### config.mk
export PLATFORM = sky130hd
export DESIGN_NAME = modem_rx_packer
export DESIGN_NICKNAME = d
export VERILOG_FILES = /design/src/rtl/rx_pkg.sv /design/src/rtl/crc16_nibble.sv /design/src/rtl/modem_rx_packer.sv
export SDC_FILE = /design/constraint.sdc
export NUM_CORES = 1
export LEC_CHECK = 0
export ABC_AREA = 1
export BUFFER_PORTS_ARGS = -buffer_cell sky130_fd_sc_hd__buf_2
export CORE_MARGIN = 5
export CORE_UTILIZATION = 25
export CTS_CLUSTER_SIZE = 25
export DETAILED_ROUTE_END_ITERATION = 12
export PLACE_DENSITY_LB_ADDON = 0.3
export SYNTH_ARGS = -nofsm -noshare
export SYNTH_HDL_FRONTEND = slang
export SYNTH_SLANG_ARGS = --single-unit
### constraint.sdc
create_clock -name CLK -period 3.85 [get_ports CLK]
set_input_delay 0.385 -clock CLK [delete_from_list [all_inputs] [get_ports CLK]]
set_output_delay 0.385 -clock CLK [all_outputs]
set_load 0.01 [all_outputs]
### src/rtl/rx_pkg.sv
// Shared constants for the modem receive packer: FSM state codes, framing
// nibbles, CRC constants, default geometry and a word-assembly helper.
package rx_pkg;

  // Default frame geometry in packet memory.
  localparam logic [14:0] DEF_START_WR_POS = 15'd256;
  localparam logic [14:0] DEF_MAX_WORDS    = 15'd760;
  localparam logic [2:0]  DEF_MIN_PREAMBLE = 3'd2;

  // FSM state encoding.
  localparam logic [2:0] ST_IDLE  = 3'd0;
  localparam logic [2:0] ST_HUNT  = 3'd1;
  localparam logic [2:0] ST_DATA  = 3'd2;
  localparam logic [2:0] ST_PAD   = 3'd3;
  localparam logic [2:0] ST_HDR   = 3'd4;
  localparam logic [2:0] ST_DRAIN = 3'd5;

  // Framing nibbles.
  localparam logic [3:0] PREAMBLE_NIB = 4'h5;
  localparam logic [3:0] SFD_NIB      = 4'hD;

  // CRC-16-CCITT, non-reflected.
  localparam logic [15:0] CRC_POLY = 16'h1021;
  localparam logic [15:0] CRC_INIT = 16'hFFFF;

  // Drop a nibble into its MSB-first slot; slot 0 starts a fresh word so the
  // unfilled low nibbles of a partial word are always zero.
  function automatic logic [15:0] place_nibble(input logic [15:0] word,
                                               input logic [1:0]  idx,
                                               input logic [3:0]  nib);
    logic [15:0] res;
    case (idx)
      2'd0:    res = {nib, 12'h000};
      2'd1:    res = {word[15:12], nib, 8'h00};
      2'd2:    res = {word[15:8], nib, 4'h0};
      2'd3:    res = {word[15:4], nib};
      default: res = word;
    endcase
    return res;
  endfunction

endpackage

### src/rtl/crc16_nibble.sv
// Combinational CRC-16-CCITT update by one nibble (MSB first).
// Only present when RX_CRC_EN is defined.
`ifdef RX_CRC_EN
module crc16_nibble
  import rx_pkg::*;
(
  input  logic [15:0] crc_in,
  input  logic [3:0]  nib,
  output logic [15:0] crc_out
);

  logic [15:0] c;

  // Push the four message bits through the LFSR, most significant first.
  always_comb begin
    c = crc_in;
    for (int i = 3; i >= 0; i--) begin
      if ((c[15] ^ nib[i]) == 1'b1) begin
        c = {c[14:0], 1'b0} ^ CRC_POLY;
      end else begin
        c = {c[14:0], 1'b0};
      end
    end
    crc_out = c;
  end

endmodule
`endif

### src/rtl/modem_rx_packer.sv
// Receive-side nibble packer: hunts preamble/SFD, packs nibbles MSB-first
// into 16-bit words written from START_WR_POS+1, then writes the word count
// at START_WR_POS. Optional feature macro: RX_CRC_EN (CRC-16 frame check).
module modem_rx_packer
  import rx_pkg::*;
#(
  parameter logic [14:0] START_WR_POS = DEF_START_WR_POS,
  parameter logic [14:0] MAX_WORDS    = DEF_MAX_WORDS,
  parameter logic [2:0]  MIN_PREAMBLE = DEF_MIN_PREAMBLE
) (
  input  logic        CLK,
  input  logic        RST_N,
  input  logic [3:0]  fromModem,
  input  logic        modemValid,
  output logic [15:0] toMemory,
  output logic [14:0] writeMemLoc,
  output logic        memWrEn,
  output logic        frameDone,
  output logic [14:0] frameLen,
  output logic        frameErr,
  output logic        busy
);

  logic [2:0]  state_r, state_n;
  logic [2:0]  pcnt_r, pcnt_n;
  logic [1:0]  idx_r, idx_n;
  logic [15:0] word_r, word_n;
  logic [14:0] wcnt_r, wcnt_n;
  logic [14:0] addr_r, addr_n;
  logic        ovf_r, ovf_n;
  logic [15:0] wr_data_n;
  logic [14:0] wr_addr_n;
  logic        wr_en_n;
  logic        done_n;
  logic [14:0] len_n;
  logic        err_n;
  logic        busy_n;

`ifdef RX_CRC_EN
  logic [15:0] crc_r, crc_n, crc_step;
  logic        part_r, part_n;

  crc16_nibble u_crc (
    .crc_in  (crc_r),
    .nib     (fromModem),
    .crc_out (crc_step)
  );
`endif

  // Next-state, datapath and output decode for the receive FSM.
  always_comb begin
    state_n   = state_r;
    pcnt_n    = pcnt_r;
    idx_n     = idx_r;
    word_n    = word_r;
    wcnt_n    = wcnt_r;
    addr_n    = addr_r;
    ovf_n     = ovf_r;
    wr_en_n   = 1'b0;
    wr_data_n = toMemory;
    wr_addr_n = writeMemLoc;
    done_n    = 1'b0;
    len_n     = frameLen;
    err_n     = frameErr;
`ifdef RX_CRC_EN
    crc_n     = crc_r;
    part_n    = part_r;
`endif
    case (state_r)
      ST_IDLE: begin
        if (modemValid && (fromModem == PREAMBLE_NIB)) begin
          state_n = ST_HUNT;
          pcnt_n  = 3'd1;
        end else begin
          pcnt_n  = 3'd0;
        end
      end
      ST_HUNT: begin
        if (!modemValid) begin
          state_n = ST_IDLE;
          pcnt_n  = 3'd0;
        end else if (fromModem == PREAMBLE_NIB) begin
          if (pcnt_r != 3'd7) begin
            pcnt_n = pcnt_r + 3'd1;
          end else begin
            pcnt_n = pcnt_r;
          end
        end else if ((fromModem == SFD_NIB) && (pcnt_r >= MIN_PREAMBLE)) begin
          state_n = ST_DATA;
          pcnt_n  = 3'd0;
          addr_n  = START_WR_POS + 15'd1;
          wcnt_n  = 15'd0;
          idx_n   = 2'd0;
          word_n  = 16'h0000;
          ovf_n   = 1'b0;
`ifdef RX_CRC_EN
          crc_n   = CRC_INIT;
          part_n  = 1'b0;
`endif
        end else begin
          state_n = ST_IDLE;
          pcnt_n  = 3'd0;
        end
      end
      ST_DATA: begin
        if (modemValid) begin
          word_n = place_nibble(word_r, idx_r, fromModem);
          idx_n  = idx_r + 2'd1;
`ifdef RX_CRC_EN
          crc_n  = crc_step;
`endif
          if (idx_r == 2'd3) begin
            if (wcnt_r == MAX_WORDS) begin
              ovf_n   = 1'b1;
              state_n = ST_DRAIN;
            end else begin
              wr_en_n   = 1'b1;
              wr_data_n = word_n;
              wr_addr_n = addr_r;
              addr_n    = addr_r + 15'd1;
              wcnt_n    = wcnt_r + 15'd1;
            end
          end else begin
            wr_en_n = 1'b0;
          end
        end else if (idx_r != 2'd0) begin
          state_n = ST_PAD;
`ifdef RX_CRC_EN
          part_n  = 1'b1;
`endif
        end else begin
          state_n = ST_HDR;
        end
      end
      ST_PAD: begin
        idx_n   = 2'd0;
        state_n = ST_HDR;
        if (wcnt_r == MAX_WORDS) begin
          ovf_n     = 1'b1;
        end else begin
          wr_en_n   = 1'b1;
          wr_data_n = word_r;
          wr_addr_n = addr_r;
          addr_n    = addr_r + 15'd1;
          wcnt_n    = wcnt_r + 15'd1;
        end
      end
      ST_DRAIN: begin
        if (modemValid) begin
          state_n = ST_DRAIN;
        end else begin
          state_n = ST_HDR;
        end
      end
      ST_HDR: begin
        wr_en_n   = 1'b1;
        wr_addr_n = START_WR_POS;
        wr_data_n = {1'b0, wcnt_r};
        done_n    = 1'b1;
        len_n     = wcnt_r;
`ifdef RX_CRC_EN
        err_n     = ovf_r | (crc_r != 16'h0000) | part_r;
`else
        err_n     = ovf_r;
`endif
        state_n   = ST_IDLE;
        pcnt_n    = 3'd0;
      end
      default: begin
        state_n = ST_IDLE;
        pcnt_n  = 3'd0;
      end
    endcase
    busy_n = (state_n != ST_IDLE);
  end

  // State and registered outputs; synchronous reset abandons any frame.
  always_ff @(posedge CLK) begin
    if (!RST_N) begin
      state_r     <= ST_IDLE;
      pcnt_r      <= 3'd0;
      idx_r       <= 2'd0;
      word_r      <= 16'h0000;
      wcnt_r      <= 15'd0;
      addr_r      <= 15'd0;
      ovf_r       <= 1'b0;
      toMemory    <= 16'h0000;
      writeMemLoc <= 15'd0;
      memWrEn     <= 1'b0;
      frameDone   <= 1'b0;
      frameLen    <= 15'd0;
      frameErr    <= 1'b0;
      busy        <= 1'b0;
`ifdef RX_CRC_EN
      crc_r       <= CRC_INIT;
      part_r      <= 1'b0;
`endif
    end else begin
      state_r     <= state_n;
      pcnt_r      <= pcnt_n;
      idx_r       <= idx_n;
      word_r      <= word_n;
      wcnt_r      <= wcnt_n;
      addr_r      <= addr_n;
      ovf_r       <= ovf_n;
      toMemory    <= wr_data_n;
      writeMemLoc <= wr_addr_n;
      memWrEn     <= wr_en_n;
      frameDone   <= done_n;
      frameLen    <= len_n;
      frameErr    <= err_n;
      busy        <= busy_n;
`ifdef RX_CRC_EN
      crc_r       <= crc_n;
      part_r      <= part_n;
`endif
    end
  end

endmodule

==> results of run 1 <==
## flip-flops by register name (all words and copies together), names as in the netlist
register / cells
toMemory: 16
word_r: 16
addr_r: 15
frameLen: 15
wcnt_r: 15
writeMemLoc: 15
pcnt_r: 3
state_r: 3
idx_r: 2
busy: 1
frameDone: 1
frameErr: 1
memWrEn: 1
ovf_r: 1
## cells in the mapped netlist
library cell / count
a211oi_1: 1
a21oi_1: 65
a31oi_1: 1
buf_2: 7
buf_4: 8
buf_6: 3
clkbuf_1: 19
clkbuf_2: 1
dfxtp_1: 105
ha_1: 10
inv_1: 62
inv_2: 11
nand2_1: 182
nand2_2: 5
nand3_1: 52
nand3_2: 1
nand3_4: 1
nand3b_1: 2
nand4_1: 9
nor2_1: 152
nor2_2: 1
nor2_8: 2
nor3_1: 11
o211a_1: 1
o21a_1: 1
o21ai_0: 45
o21ai_1: 23
o21ai_2: 2
o21bai_1: 8
o22ai_1: 8
o31ai_1: 5
o31ai_2: 1
or2_2: 2
xnor2_1: 1
xor2_1: 10
## where the power goes
group	switching (mW)	total (mW)	leakage [nW]	internal, mW
Clock	0.404	0.916	0.144	0.512
Combinational	0.0629	0.0848	1.37	0.0219
Sequential	0.00455	1.10	0.846	1.09
Total	0.471	2.10	2.36	1.63
## layout by cell type (no fill, tap or decap), types with 2 or more instances in the layout
master     netlist  final
a21oi_1         65     65
buf_2            7     56
buf_4            8      5
clkbuf_16        0      9
clkinv_2         0      3
dfxtp_1        105    105
ha_1            10     10
inv_1           62     61
inv_2           11     12
nand2_1        182    182
nand2_2          5      5
nand3_1         52     52
nand3b_1         2      2
nand4_1          9      9
nor2_1         152    152
nor2_8           2      2
nor3_1          11     11
o21ai_0         45     45
o21ai_1         23     23
o21ai_2          2      2
o21bai_1         8      8
o22ai_1          8      8
o31ai_1          5      5
or2_2            2      2
xor2_1          10     10
## metrics by stage
stage / total power [mW] / hold slack (ns)
floorplan: 1.18 / 0.430
global placement: 1.21 / 0.453
detailed placement: 1.21 / 0.455
CTS: 2.14 / 0.380
global route: 2.18 / 0.411
finish: 2.10 / 0.397
## cells by family after synthesis
family,Yosys count,synth area share
DFF,105,0.387
xor gates and xnor gates,11,0.0177
AOI/OAI and AO/OA,161,0.161
and+or+nand+nor,420,0.323
adders and majority gates,10,0.0230
buffers and inverters,111,0.0882
## area by class of cell
| cell class | instances | area [sq um] |
|---|---|---|
| multi-input cells | 602 | 2850 |
| flip-flops and latches | 105 | 2100 |
| fillers | 2419 | 15400 |
| clock buffers | 10 | 239 |
| clock inverters | 4 | 45.0 |
| repair buffers | 61 | 318 |
| inverters | 73 | 274 |
| well taps | 280 | 350 |
## worst paths after layout
check                   start           to  cells after the start
setup / recovery   state_r[1]  toMemory[7]                     10
hold / removal     modemValid     idx_r[1]                      3
setup reg to reg   state_r[1]  toMemory[7]                     10
hold reg to reg   frameLen[9]  frameLen[9]                      2
## worst max-delay path, stage by stage, from the launching register on
cell,delay [ns]
dfxtp_1,0.39
nor2_1,0.22
nand2_2,0.28
inv_2,0.52
nor2_8,0.09
o31ai_2,0.09
nand2_2,0.09
inv_2,0.44
nand2_1,0.12
nand2_1,0.09
nor2_1,0.04
## metal layers
layer  track usage  vias up
met5             0        -
met4        0.0483        0
met1         0.186     2326
met2         0.196      126
met3        0.0225       20
li1              -     2710
==> results.yml, run 1 <==
clock_network:
  cts_setup_buffers: 0
  clock-sinks: 105
  cts-htree-levels: 3
  cts_resized: 0
  insertion_delay_ns: 0.35
  cts_hold_buf: 0
  numCtsBuffers: 9
  cts_tree: "built"
  cts-root-buf: "clkbuf_16"
  clock_path_buffers: 2
  clkTransAtPathRegs_ns: 0.07
floorplan:
  coreArea_sq_um: 21600
  die_x_microns: 157
  rows: 54
  die_h_microns: 157
  start_util: 0.251
  die_area_sq_um: 24800
  boundaryPins: 57
sta:
  setup_viol: 0
  hold_viol_final: 0
  fmax_mhz: 402
  tightest_slew_ns: 0.911
  fin_setup_tns_ns: 0
  skew_ns: 0.0131
  setup_ws_ns: 1.36
  fin_crit_sh: 0.646
  slew_headroom: 0.392
  period_needed_ns: 2.49
  slew_viol_final: 0
  rsz0062_at_grt: "false"
drt:
  viasPerCell: 4.57
  wl_met1_mm: 8.01
  highest_layer: "met4"
  drt-initial-drc-count: 331
  ant_nets: 0
  num_vias: 5182
  wl_mm: 16.0
  wl_met3_microns: 808
  met2_wirelength_mm: 6.85
  drtPass1Iterations: 4
  drc: 0
  wl_per_cell_microns: 14.1
cells_and_area:
  fin_cells: 1135
  n_antenna_cell: 0
  fin_nets: 869
  final_util: 0.286
  drive_gt1_frac: 0.119
  fin_area_sq_um: 6180
  syn_to_final_growth_pct: 13.7
yosys:
  ys_seq_elements: 105
  ys_warn_count: 0
  syn-num-nets: 835
  synthTopCellsByArea: "dfxtp_1 (39%), nand2_1 (13%), nor2_1 (10%), a21oi_1 (6.0%), nand3_1 (4.8%)"
  yosysTopAreaCell: "dfxtp_1"
  seq_area_frac_synth: 0.387
  synth_cell_type_count: 35
  synthCells: 818
  yosysTopAreaCellShare: 0.387
  netlist_area_sq_um: 5440
  syn_avg_cell_area_sq_um: 6.64
placed_design:
  dpl_cell_area_sq_um: 5900
  place.gp.congestion: 0.860
  pre_cts_slack_ns: 1.35
  dpl.cell_count: 1121
  portBuffers: 56
  hpwl_mm: 11.5
global_routing:
  grt_max_degree: 51
  gr-total-overflow: 0
  grt_pass1_vias: 4820
  grt_pass1_wl_mm: 25.8
  grt_usage: 0.130
  antenna_found_initial: 0
setup_path:
  reg2reg_slack_ns: 1.36
  path_max_fanout: 33
  cp-end-kind: "flop"
  crit_path_start_kind: "flop"
  crit_required_ns: 4.09
  arrival_ns: 2.73
  path_class: "flop to flop"
power:
  p_per_area_nw_per_um2: 339
  ir_worst_vdd_uv: 164
  leakagePower_nw: 2.36
outcome:
  status: "finished, final reports clean"
job:
  cap_viol_max_count: 0
worst_hold_path:
  hp-class: "primary input to flop"
Note: power is estimated with default switching activity, not from simulation.
==> run 2: changes to the inputs <==
clock period = 2.1 ns   (was 3.85 ns; I/O delays follow)
==> run 2 against run 1 <==
  * Register-to-register slack worse by 1.2 ns
  * Critical path depth is 1 lower
  * Largest cell class unchanged
  * Flip-flop and latch count stayed put
==> results.yml, run 2 (synthesized netlist as in run 1, its figures left out) <==
outcome:
  status: "finished, final reports clean"
drt:
  ant_nets: 0
  viasPerCell: 4.58
  wl_mm: 16.4
  drc: 0
  num_vias: 5305
  wl_per_cell_microns: 14.1
  drt-initial-drc-count: 365
  drtPass1Iterations: 5
clock_network:
  cts-root-buf: "clkbuf_16"
  cts_tree: "built"
  cts-htree-levels: 3
  cts_hold_buf: 0
  insertion_delay_ns: 0.36
  clock-sinks: 105
  clock_path_buffers: 2
  numCtsBuffers: 9
  clkTransAtPathRegs_ns: 0.08
sta:
  fmax_mhz: 522
  hold_viol_final: 0
  period_needed_ns: 1.91
  fin_crit_sh: 0.912
  setup_viol: 0
  slew_viol_final: 0
  skew_ns: 0.00941
  fin_setup_tns_ns: 0
  slew_headroom: 0.660
  rsz0062_at_grt: "true"
  tightest_slew_ns: 0.509
power:
  p_int_mw: 2.91
  p_per_area_nw_per_um2: 603
  leakagePower_nw: 2.46
  ir_worst_vdd_uv: 284
  power.switching_mw: 0.932
  clkPwrFrac: 0.433
  p_seq_frac: 0.524
  share_comb_of_total_power: 0.043
  swShare: 0.243
placed_design:
  dpl_cell_area_sq_um: 6080
  hpwl_mm: 12.2
  place.gp.congestion: 0.883
  dpl.cell_count: 1142
  portBuffers: 56
setup_path:
  path_max_fanout: 31
  crit_chain: "ha_1 > inv_2 > o21ai_2 > nand2_1 > nand2_2 > nand2_2 > buf_4 > o21ai_1 > nor2_1"
  critPathMaxStageDelay_ns: 0.38
  critPathTopFamily: "buffers and inverters"
  crit_required_ns: 2.35
  path_class: "flop to flop"
  slowest_stage: "dfxtp_1"
  cp-end-kind: "flop"
  arrival_ns: 2.16
  path_buf_inv: 2
  crit_path_start_kind: "flop"
  cp_common_cell: "nand2_2"
  reg2reg_slack_ns: 0.19
global_routing:
  grt_usage: 0.135
  grt_pass1_vias: 4968
  grt_pass1_wl_mm: 26.7
  antenna_found_initial: 0
  gr-total-overflow: 0
  grt_max_degree: 40
floorplan:
  start_util: 0.251
  die_h_microns: 157
  die_area_sq_um: 24800
  coreArea_sq_um: 21600
  rows: 54
  boundaryPins: 57
  die_x_microns: 157
cells_and_area:
  syn_to_final_growth_pct: 17.3
  final_common_cell: "nand2_1"
  final_util: 0.295
  fin_cells: 1158
  regArea_sq_um: 2100
  multi_input_area_sq_um: 2850
  fin_nets: 890
  n_antenna_cell: 0
  fillCellCount: 2416
  drive_gt1_frac: 0.141
  fin_area_sq_um: 6370
  reg_top3: "toMemory: 16 flops, word_r: 16 flops"
  final_cell_mix: "nand2_1 (182), nor2_1 (152), dfxtp_1 (105)"
worst_hold_path:
  hp-class: "primary input to flop"
job:
  cap_viol_max_count: 0
==> run 2: worst reg2reg max path, stage by stage (launching register included) <==
cell	delay, ns
dfxtp_1	0.38
ha_1	0.33
inv_2	0.16
o21ai_2	0.16
nand2_1	0.08
nand2_2	0.09
nand2_2	0.08
buf_4	0.24
o21ai_1	0.24
nor2_1	0.06
==> run 2: worst paths after layout <==
path	endpoint	start	cells past startpoint
max reg2reg	writeMemLoc[2]	idx_r[0]	9
min	idx_r[1]	modemValid	3
max	writeMemLoc[2]	idx_r[0]	9
min reg2reg	frameLen[7]	frameLen[7]	2
==> run 2: final cells by class <==
cell class              instances  share of cell area
multi-input cells             602               0.448
clock inverters                 5             0.00707
repair buffers                 82              0.0785
clock buffers                  11              0.0381
inverters                      73              0.0438
well taps                     280              0.0550
flip-flops and latches        105               0.330
==> run 2: metal layers <==
layer / wire length [microns] / part of all wire / global-route usage / vias to the layer above
li1: - / - / - / 2759
met1: 8040 / 0.49 / 0.190 / 2380
met2: 7100 / 0.43 / 0.205 / 149
met3: 990 / 0.060 / 0.0313 / 17
met4: 240 / 0.015 / 0.0410 / 0
met5: 0 / 0 / 0 / -
==> run 2: power by group through the flow <==
stage / clock network, mW / registers [mW] / logic, mW
4_1_cts: 1.73 / 2.01 / 0.166
5_1_grt: 1.80 / 2.01 / 0.185
2_1_floorplan: 0 / 2.06 / 0.108
3_3_place_gp: 0 / 2.06 / 0.165
6_report: 1.66 / 2.01 / 0.166
3_5_place_dp: 0 / 2.06 / 0.166
==> run 2: per-stage QoR <==
step	hold WS, ns	total power [mW]	worst slack [ns]
final	0.254	3.84	0.186
after global routing	0.240	4.00	-0.00896
after CTS	0.230	3.90	0.0985
after detailed placement	0.458	2.22	0.109
after global placement	0.452	2.22	0.126
after floorplan	0.430	2.17	0.496
==> run 2: repair_timing <==
action                                  in CTS  in global routing
endpoints found under the setup margin       0                 46
hold endpoints to repair                     0                  0
resized for setup                            0                  4
setup buffers                                0                  0
